## config.mk

```make
export PLATFORM = sky130hd
export DESIGN_NAME = ecc_point_ctrl
export DESIGN_NICKNAME = d
export VERILOG_FILES = /design/src/rtl/ecc_pkg.sv /design/src/rtl/ecc_seq_rom.sv /design/src/rtl/ecc_point_ctrl.sv
export SDC_FILE = /design/constraint.sdc
export NUM_CORES = 1
export LEC_CHECK = 0
export ABC_CLOCK_PERIOD_IN_PS = 11700
export CORE_MARGIN = 3
export CORE_UTILIZATION = 44
export DETAILED_ROUTE_END_ITERATION = 10
export PLACE_DENSITY = 0.78
export SYNTH_ARGS = -nofsm -noshare
export SYNTH_HDL_FRONTEND = slang
export SYNTH_SLANG_ARGS = --single-unit
```

## constraint.sdc

```tcl
create_clock -name i_clk -period 11.7 [get_ports i_clk]
set_input_delay 2.34 -clock i_clk [delete_from_list [all_inputs] [get_ports i_clk]]
set_output_delay 2.34 -clock i_clk [all_outputs]
set_load 0.005 [all_outputs]
```

## src/rtl/ecc_pkg.sv

```systemverilog
// Shared types and constants for the elliptic-curve point sequencer:
// GFAU opcodes, register-file map, FSM states and the sequence ROM entry format.
package ecc_pkg;

  localparam int NUM_REGS = 8;
  localparam int ADD_LEN  = 9;
  localparam int DBL_LEN  = 12;

  typedef enum logic [1:0] {
    OP_ADD = 2'b00,
    OP_SUB = 2'b01,
    OP_MUL = 2'b10,
    OP_DIV = 2'b11
  } gfau_op_e;

  localparam logic [2:0] REG_X1 = 3'd0;
  localparam logic [2:0] REG_Y1 = 3'd1;
  localparam logic [2:0] REG_X2 = 3'd2;
  localparam logic [2:0] REG_Y2 = 3'd3;
  localparam logic [2:0] REG_A  = 3'd4;
  localparam logic [2:0] REG_T0 = 3'd5;
  localparam logic [2:0] REG_T1 = 3'd6;
  localparam logic [2:0] REG_L  = 3'd7;

  typedef enum logic [2:0] {
    ST_IDLE  = 3'd0,
    ST_CHECK = 3'd1,
    ST_ISSUE = 3'd2,
    ST_WAIT  = 3'd3,
    ST_ACK   = 3'd4,
    ST_DONE  = 3'd5
  } state_e;

  typedef enum logic {
    SEQ_ADD = 1'b0,
    SEQ_DBL = 1'b1
  } seq_e;

  // Outcome of the special-case classification done in CHECK
  typedef enum logic [2:0] {
    CLS_ADD,
    CLS_DBL,
    CLS_INF,
    CLS_Q,
    CLS_P
  } cls_e;

  typedef struct packed {
    gfau_op_e   op;
    logic [2:0] src0;
    logic [2:0] src1;
    logic [2:0] dst;
    logic       last;
  } rom_entry_t;

  function automatic rom_entry_t mk_step(gfau_op_e op, logic [2:0] src0,
                                         logic [2:0] src1, logic [2:0] dst);
    rom_entry_t e;
    e.op   = op;
    e.src0 = src0;
    e.src1 = src1;
    e.dst  = dst;
    e.last = 1'b0;
    return e;
  endfunction

endpackage

```

## src/rtl/ecc_seq_rom.sv

```systemverilog
// Field-op microprogram for affine point add and point double.
// Each entry names the GFAU op, two source registers and the destination register.
module ecc_seq_rom
  import ecc_pkg::*;
(
  input  seq_e       seq,
  input  logic [3:0] step,
  output rom_entry_t entry
);

  always_comb begin
    entry = mk_step(OP_ADD, REG_X1, REG_X1, REG_T0);
    if (seq == SEQ_ADD) begin
      case (step)
        4'd0: entry = mk_step(OP_SUB, REG_Y2, REG_Y1, REG_T0);
        4'd1: entry = mk_step(OP_SUB, REG_X2, REG_X1, REG_T1);
        4'd2: entry = mk_step(OP_DIV, REG_T0, REG_T1, REG_L);
        4'd3: entry = mk_step(OP_MUL, REG_L,  REG_L,  REG_T0);
        4'd4: entry = mk_step(OP_SUB, REG_T0, REG_X1, REG_T0);
        4'd5: entry = mk_step(OP_SUB, REG_T0, REG_X2, REG_X2);
        4'd6: entry = mk_step(OP_SUB, REG_X1, REG_X2, REG_T1);
        4'd7: entry = mk_step(OP_MUL, REG_L,  REG_T1, REG_T1);
        4'd8: entry = mk_step(OP_SUB, REG_T1, REG_Y1, REG_Y2);
        default: ;
      endcase
      entry.last = (step >= 4'(ADD_LEN - 1));
    end else begin
      case (step)
        4'd0:  entry = mk_step(OP_MUL, REG_X1, REG_X1, REG_T0);
        4'd1:  entry = mk_step(OP_ADD, REG_T0, REG_T0, REG_T1);
        4'd2:  entry = mk_step(OP_ADD, REG_T1, REG_T0, REG_T0);
        4'd3:  entry = mk_step(OP_ADD, REG_T0, REG_A,  REG_T0);
        4'd4:  entry = mk_step(OP_ADD, REG_Y1, REG_Y1, REG_T1);
        4'd5:  entry = mk_step(OP_DIV, REG_T0, REG_T1, REG_L);
        4'd6:  entry = mk_step(OP_MUL, REG_L,  REG_L,  REG_T0);
        4'd7:  entry = mk_step(OP_SUB, REG_T0, REG_X1, REG_T0);
        4'd8:  entry = mk_step(OP_SUB, REG_T0, REG_X1, REG_X2);
        4'd9:  entry = mk_step(OP_SUB, REG_X1, REG_X2, REG_T1);
        4'd10: entry = mk_step(OP_MUL, REG_L,  REG_T1, REG_T1);
        4'd11: entry = mk_step(OP_SUB, REG_T1, REG_Y1, REG_Y2);
        default: ;
      endcase
      entry.last = (step >= 4'(DBL_LEN - 1));
    end
  end

endmodule

```

## src/rtl/ecc_point_ctrl.sv

```systemverilog
// Point add / double sequencer: resolves infinity and degenerate cases locally,
// otherwise walks the ROM microprogram issuing one field op at a time to the GFAU.
//
// state | meaning
// IDLE  | waiting for i_start; operands latched on accept
// CHECK | classify special cases, pick add or double sequence
// ISSUE | register operands/op for the current step
// WAIT  | hold operands until the GFAU reports done, capture result
// ACK   | one-cycle ack to the GFAU, advance or finish
// DONE  | one-cycle o_done pulse, result held
module ecc_point_ctrl
  import ecc_pkg::*;
#(
  parameter int WIDTH = 32
) (
  input  logic             i_clk,
  input  logic             i_rst,
  input  logic             i_start,
  input  logic             i_mode,
  input  logic [WIDTH-1:0] i_prime,
  input  logic [WIDTH-1:0] i_a,
  input  logic [WIDTH-1:0] i_x1,
  input  logic [WIDTH-1:0] i_y1,
  input  logic             i_p_inf,
  input  logic [WIDTH-1:0] i_x2,
  input  logic [WIDTH-1:0] i_y2,
  input  logic             i_q_inf,
  output logic             o_busy,
  output logic             o_done,
  output logic [WIDTH-1:0] o_x3,
  output logic [WIDTH-1:0] o_y3,
  output logic             o_r_inf,
  output logic [WIDTH-1:0] o_gfau_in0,
  output logic [WIDTH-1:0] o_gfau_in1,
  output logic [WIDTH-1:0] o_gfau_prime,
  output logic [1:0]       o_gfau_op,
  output logic             o_gfau_ack,
  input  logic [WIDTH-1:0] i_gfau_result,
  input  logic             i_gfau_done
);

  state_e           state;
  seq_e             seq;
  logic [3:0]       step;
  logic             mode;
  logic             p_inf;
  logic             q_inf;
  logic [WIDTH-1:0] rf [NUM_REGS];
  rom_entry_t       rom;
  cls_e             cls;

  ecc_seq_rom u_rom (
    .seq   (seq),
    .step  (step),
    .entry (rom)
  );

  assign o_x3 = rf[REG_X2];
  assign o_y3 = rf[REG_Y2];

  always_comb begin
    cls = CLS_DBL;
    if (!mode) begin
      if (p_inf)
        cls = CLS_Q;
      else if (q_inf)
        cls = CLS_P;
      else if (rf[REG_X1] == rf[REG_X2] && rf[REG_Y1] == rf[REG_Y2])
        cls = CLS_DBL;
      else if (rf[REG_X1] == rf[REG_X2])
        cls = CLS_INF;
      else
        cls = CLS_ADD;
    end else if (p_inf || rf[REG_Y1] == '0) begin
      cls = CLS_INF;
    end
  end

  always_ff @(posedge i_clk or posedge i_rst) begin
    if (i_rst) begin
      state        <= ST_IDLE;
      seq          <= SEQ_ADD;
      step         <= '0;
      mode         <= 1'b0;
      p_inf        <= 1'b0;
      q_inf        <= 1'b0;
      o_busy       <= 1'b0;
      o_done       <= 1'b0;
      o_r_inf      <= 1'b0;
      o_gfau_in0   <= '0;
      o_gfau_in1   <= '0;
      o_gfau_prime <= '0;
      o_gfau_op    <= '0;
      o_gfau_ack   <= 1'b0;
      for (int i = 0; i < NUM_REGS; i++) rf[i] <= '0;
    end else begin
      case (state)
        ST_IDLE: begin
          if (i_start) begin
            rf[REG_X1]   <= i_x1;
            rf[REG_Y1]   <= i_y1;
            rf[REG_X2]   <= i_x2;
            rf[REG_Y2]   <= i_y2;
            rf[REG_A]    <= i_a;
            rf[REG_T0]   <= '0;
            rf[REG_T1]   <= '0;
            rf[REG_L]    <= '0;
            o_gfau_prime <= i_prime;
            mode         <= i_mode;
            p_inf        <= i_p_inf;
            q_inf        <= i_q_inf;
            o_r_inf      <= 1'b0;
            step         <= '0;
            o_busy       <= 1'b1;
            state        <= ST_CHECK;
          end
        end
        ST_CHECK: begin
          case (cls)
            CLS_ADD: seq <= SEQ_ADD;
            CLS_DBL: seq <= SEQ_DBL;
            CLS_Q:   o_r_inf <= q_inf;
            CLS_P: begin
              rf[REG_X2] <= rf[REG_X1];
              rf[REG_Y2] <= rf[REG_Y1];
            end
            CLS_INF: begin
              rf[REG_X2] <= '0;
              rf[REG_Y2] <= '0;
              o_r_inf    <= 1'b1;
            end
            default: ;
          endcase
          if (cls == CLS_ADD || cls == CLS_DBL) begin
            state <= ST_ISSUE;
          end else begin
            o_done <= 1'b1;
            o_busy <= 1'b0;
            state  <= ST_DONE;
          end
        end
        ST_ISSUE: begin
          o_gfau_in0 <= rf[rom.src0];
          o_gfau_in1 <= rf[rom.src1];
          o_gfau_op  <= rom.op;
          state      <= ST_WAIT;
        end
        ST_WAIT: begin
          if (i_gfau_done) begin
            rf[rom.dst] <= i_gfau_result;
            o_gfau_ack  <= 1'b1;
            state       <= ST_ACK;
          end
        end
        ST_ACK: begin
          o_gfau_ack <= 1'b0;
          if (rom.last) begin
            o_done <= 1'b1;
            o_busy <= 1'b0;
            state  <= ST_DONE;
          end else begin
            step  <= step + 4'd1;
            state <= ST_ISSUE;
          end
        end
        ST_DONE: begin
          o_done <= 1'b0;
          state  <= ST_IDLE;
        end
        default: state <= ST_IDLE;
      endcase
    end
  end

endmodule

```

==> metrics.yaml, run 1 <==
status: "finished clean"
die_w_um: 225
cts_setup_buffers: 0
min_path_type: "reg2reg"
firstDrtPassIters: 8
fill_cells: 4102
layout.nets: 2618
routed_via_density: 6.36
cts_buffers: 43
dp_hpwl_um: 54900
grt_pass1_vias: 18600
path_cells: "clkdlybuf4s50_1, nand3_1, a21oi_1, a311o_1, a41oi_4, buf_4, or2_2, o2bb2ai_1"
syn_area_um2: 21100
synthFlopType: "dfrtp_1"
p_clk_share_pct: 16.2
crit_path_end_kind: "flop"
clockBufferDepth: 3
cts_resized: 0
clk_latency_ns: 0.59
setup_violations: 0
dr.first_iter.drc_count: 2635
synth_seq_cells: 369
startpoint: "i_gfau_done"
drtAntennaViolNets: 0
rows: 79
p_sw_mw: 3.94
antenna_found_initial: 0
ys_types: 68
critPathSlowestCell: "or2_2"
fin_crit_ns: 4.87
intPower_mw: 4.69
ys_warn_count: 0
startpoint_type: "input port"
hold_buffers: 0
fmax_mhz: 205
p_seq_share_pct: 29.9
rsz0062_at_grt: "no"
io_pins: 397
syn_nets: 2422
timing.rr.end: "o_x3[27]"
overflow: 0
globalplace.congestion: 0.950
combPwrFrac_pct: 53.9
area_growth_syn_to_layout_pct: 23.9
slowest_delay_ns: 0.82
worst_slew_pin_slew_ns: 1.21
min_period_over_period_pct: 41.6
root_buffer: "clkbuf_16"
powerDensity_nw_per_um2: 331
dp_cells: 2945
cap_violations: 0
synth-edff-count: 0
synthTopCellsByArea: "dfrtp_1 44%, nand2_1 11%, mux4_2 6.8%, o2bb2ai_1 5.3%, mux2i_1 3.2%"
rr_startpoint: "rf[223]"
cts.clk_slew.worst_paths_ns: 0.06
final_hold_viol_count: 0
crit_required_ns: 12.19
fin_cells: 3022
synthArstFlopShare_pct: 100
num_vias: 19200
relSlewSlack_pct: 19.1
r2r_cells: 8
dieArea_um2: 50500
post-synth-top-area-cell: "dfrtp_1"
arrival_ns: 5.36
io_buffers: 396
fin_setup_tns_ns: 0
wire_per_inst_um: 26.4
seq_area_frac_synth_pct: 43.8
dieHeight_um: 225
drive_gt1_share_pct: 9.28
power_switching_share_pct: 45.6
fin_util_pct: 55.6
maxSlewViolCount: 0
total_power_mw: 8.63
grt_max_degree: 160
routed_wl_um: 79700
critPathCapture: "o_x3[27]"
reg2reg_slack_ns: 7.39
finClkSkew_ns: 0.0263
tritoncts: "yes"
drc: 0
synthCells: 2187
ir_drop_v: 0.000201
synth_top_area_share_pct: 43.8
cts.sink_count: 369
p_leak_nw: 11.0
start_util_pct: 44.9
coreArea_um2: 47000
path_max_fanout: 66
grt_pass1_wl_um: 119000
ctsHtreeMaxLevel: 2
crit_type: "in2reg"
synth_area_per_cell_um2: 9.63
grt_usage_pct: 30.8
diodes: 0
-- cell usage in the layout, fill, tap and decap left out, types with 4 or more instances in the layout --
cell,count
nand4_1,13
mux2i_1,67
dfrtp_1,369
clkbuf_8,15
mux4_2,64
clkinv_2,5
nor2b_1,7
clkdlybuf4s50_1,396
a21oi_1,54
a222oi_1,32
a21boi_0,6
a221o_1,33
xnor2_1,37
a22o_1,32
nand3_1,7
xor2_1,28
o21ai_0,51
o2bb2ai_1,128
inv_1,10
and2_1,4
ha_1,4
o22ai_1,4
clkbuf_1,5
a31oi_1,67
o21ai_1,5
nand2_1,600
clkbuf_16,43
buf_4,28
nor2_1,91
mux2_2,34
a221oi_1,32
nor4_1,16
a21boi_1,26
o211ai_1,34
-- layout make-up --
type                            count  area (µm²)  share of cell area, %
Clock inverter                     14         165                  0.633
Tap cell                          607         759                   2.91
Clock buffer                       63        1300                   4.99
Sequential cell                   369        9230                   35.4
Multi-Input combinational cell   1533       10400                   39.8
Timing Repair Buffer              425        4190                   16.1
Inverter                           11        45.0                  0.173
-- synthesized netlist by cell type (33+ instances only) --
master and count:
nand2_1 601, dfrtp_1 369, o2bb2ai_1 128, clkbuf_1 118
nor2_1 92, buf_4 85, a31oi_1 67, mux2i_1 67
mux4_2 64, a21oi_1 54, o21ai_0 51, buf_2 49
xnor2_1 37, mux2_2 34, o211ai_1 34, a221o_1 33
-- cell families after synthesis --
logic type,after synthesis,share of synthesized area [%]
compound gates,533,19.5
xor+xnor,65,2.70
fa+ha+maj,4,0.238
buf+inv,285,7.28
flops,369,43.8
mux,165,11.8
simple gates,766,14.6
-- worst max-delay path: cells and delay by family --
family | cells | cell delay (ns)
compound gates | 4 | 0.97
buf+inv | 2 | 1.09
simple gates | 2 | 0.93
-- routing by layer --
| metal | share of wire, % | vias to the layer above | track usage, % |
|---|---|---|---|
| met5 | 0 | - | 0 |
| met4 | 5.1 | 0 | 14.2 |
| met3 | 13 | 206 | 9.79 |
| met2 | 43 | 1357 | 44.6 |
| met1 | 39 | 9454 | 42.5 |
| li1 | - | 8209 | - |
-- power groups by stage --
stage	sequential, mW	clock [mW]	combinational [mW]
final	2.58	1.40	4.65
after global routing	2.62	1.46	4.96
after CTS	2.54	1.42	4.59
after detailed placement	2.55	0	4.56
after global placement	2.52	0	4.48
after floorplan	2.18	0	3.28
-- how the worst min path moves through the flow --
| stage | depth (start not counted) | start | slack (ns) | end |
|---|---|---|---|---|
| after floorplan | 2 | rf[100] | 0.46 | rf[100] |
| after global placement | 2 | o_gfau_prime[29] | 0.46 | o_gfau_prime[29] |
| after detailed placement | 2 | o_gfau_prime[30] | 0.46 | o_gfau_prime[30] |
| after CTS | 2 | o_gfau_prime[22] | 0.49 | o_gfau_prime[22] |
| after global routing | 2 | o_gfau_prime[21] | 0.50 | o_gfau_prime[21] |
| final | 2 | o_gfau_prime[5] | 0.48 | o_gfau_prime[5] |
-- stage by stage --
stage | area, µm² | hold slack (ns) | setup WS, ns
after CTS | 26100 | 0.485 | 6.84
after global routing | 26100 | 0.500 | 6.72
after global placement | 24600 | 0.460 | 6.32
final | 26100 | 0.480 | 6.83
after detailed placement | 24600 | 0.463 | 6.25
after floorplan | 21100 | 0.458 | 4.41
-- state kept, by name (all words and copies together), names as in the netlist --
name	flops
rf	192
o_gfau_in0	32
o_gfau_in1	32
o_gfau_prime	32
o_x3	32
o_y3	32
step	4
state	3
o_gfau_op	2
mode	1
o_busy	1
o_done	1
o_gfau_ack	1
o_r_inf	1
p_inf	1
q_inf	1
seq	1
No activity file was read; power rests on OpenSTA's default activity.
==> inputs of run 2 (changes only) <==
--- a/config.mk
+++ b/config.mk
@@ -5,7 +5,7 @@
 export SDC_FILE = /design/constraint.sdc
 export NUM_CORES = 1
 export LEC_CHECK = 0
-export ABC_CLOCK_PERIOD_IN_PS = 11700
+export ABC_CLOCK_PERIOD_IN_PS = 4230
 export CORE_MARGIN = 3
 export CORE_UTILIZATION = 44
 export DETAILED_ROUTE_END_ITERATION = 10
==> constraint.sdc (replaced) <==
create_clock -name i_clk -period 4.23 [get_ports i_clk]
set_input_delay 0.846 -clock i_clk [delete_from_list [all_inputs] [get_ports i_clk]]
set_output_delay 0.846 -clock i_clk [all_outputs]
set_load 0.005 [all_outputs]
==> metrics.yaml, run 2 (synthesized netlist as in run 1, its figures left out) <==
hp-start: "o_gfau_prime[22]"
drtAntennaViolNets: 0
diodes: 0
worstHoldPathCells: 2
cts.sink_count: 369
rsz0062_at_grt: "no"
globalplace.congestion: 0.956
overflow: 0
cts.clk_slew.worst_paths_ns: 0.06
largest_reg_flops: 192
crit_path_end_kind: "flop"
cap_violations: 0
worst_hold_slack_ns: 0.471
fin_crit_ns: 3.50
timing.rr.end: "o_gfau_in0[9]"
cts_resized: 0
maxSlewViolCount: 0
fmax_mhz: 286
rows: 79
rr_startpoint: "step[0]"
layout.nets: 2637
root_buffer: "clkbuf_16"
grt_pass1_vias: 18700
cts_setup_buffers: 0
worstHoldEndpoint: "o_gfau_prime[22]"
ctsHtreeMaxLevel: 2
dieHeight_um: 225
cts_buffers: 43
dr.first_iter.drc_count: 2749
hold_buffers: 0
final_area_um2: 26300
drc: 0
placed_cell_area_um2: 24900
finClkSkew_ns: 0.0172
powerDensity_nw_per_um2: 918
start_util_pct: 44.9
routed_wl_um: 81000
relSlewSlack_pct: 33.6
p_leak_nw: 11.1
r2r_cells: 8
startpoint_type: "flop"
path_max_fanout: 29
clockBufferDepth: 3
routed_via_density: 6.40
regMostFlops: "rf"
worst_slew_pin_slew_ns: 0.994
min_period_over_period_pct: 82.7
area_growth_syn_to_layout_pct: 24.8
grt_max_degree: 149
ir_drop_v: 0.000546
die_w_um: 225
clk_latency_ns: 0.58
reg2reg_slack_ns: 0.73
wire_per_inst_um: 26.7
dp_hpwl_um: 56900
grt_usage_pct: 31.3
firstDrtPassIters: 6
num_vias: 19400
crit_type: "reg2reg"
total_power_mw: 24.1
io_buffers: 396
io_pins: 397
coreArea_um2: 47000
antenna_found_initial: 0
min_path_type: "reg2reg"
status: "finished clean"
dieArea_um2: 50500
final_common_cell: "nand2_1"
arrival_ns: 3.92
mostFrequentLayoutCells: "600 x nand2_1, 396 x clkdlybuf4s50_1, 369 x dfrtp_1"
crit_required_ns: 4.65
grt_pass1_wl_um: 121000
tritoncts: "yes"
final_hold_viol_count: 0
drive_gt1_share_pct: 9.67
setup_violations: 0
run 2: changes by cell type in the layout (fill, tap and decap cells not counted), moves of 2 or more:
cell,before,now
clkinv_4,1,3
inv_6,3,1
clkbuf_8,15,9
clkinvlp_4,3,1
clkbuf_1,5,7
buf_12,1,12
buf_4,28,36
run 2: final cells by class:
class	count	area (µm²)
Multi-Input combinational cell	1533	10400
Clock inverter	13	141
Timing Repair Buffer	444	4470
Sequential cell	369	9230
Tap cell	607	759
Clock buffer	60	1250
Inverter	11	45.0
Fill cell	4004	20700
run 2: critical path: stages, from the launching register on:
cell and delay [ns]:
dfrtp_1 0.42, inv_1 0.12, ha_1 0.62, o211ai_1 0.26, nand3_4 0.53, buf_4 0.46, mux2_2 0.38, o211ai_1 0.35
a31oi_1 0.15
run 2: where the power goes:
group          switching (mW)  internal [mW]  total [mW]
Sequential               2.21           4.98        7.19
Clock                    1.54           2.18        3.73
Combinational            7.27           5.95        13.2
run 2: how the worst max path moves through the flow:
stage                     depth (start not counted)       endpoint  slack [ns]    start
after floorplan                                   1           mode       -1.57    i_rst
after global placement                            7  o_gfau_in0[8]        0.85  step[2]
after detailed placement                          8  o_gfau_in0[8]        0.84  step[0]
after CTS                                         8  o_gfau_in0[9]        0.82  step[0]
after global routing                              8  o_gfau_in0[9]        0.55  step[0]
final                                             8  o_gfau_in0[9]        0.73  step[0]
run 2: per-stage QoR:
step	std cells	utilization (%)	setup slack, ns	setup TNS (ns)
6_report	3037	56.0	0.732	0
3_3_place_gp	2964	53.0	0.846	0
2_1_floorplan	2187	-	-1.57	-578.65
5_1_grt	3037	56.0	0.549	0
4_1_cts	3037	56.0	0.824	0
3_5_place_dp	2964	53.0	0.844	0
run 2: routing by layer:
metal / GRT usage [%] / routed length, µm / up-vias
li1: - / - / 8246
met1: 43.8 / 31400 / 9500
met2: 45.4 / 34800 / 1472
met3: 10.1 / 11200 / 206
met4: 12.5 / 3670 / 0
met5: 0 / 0 / -
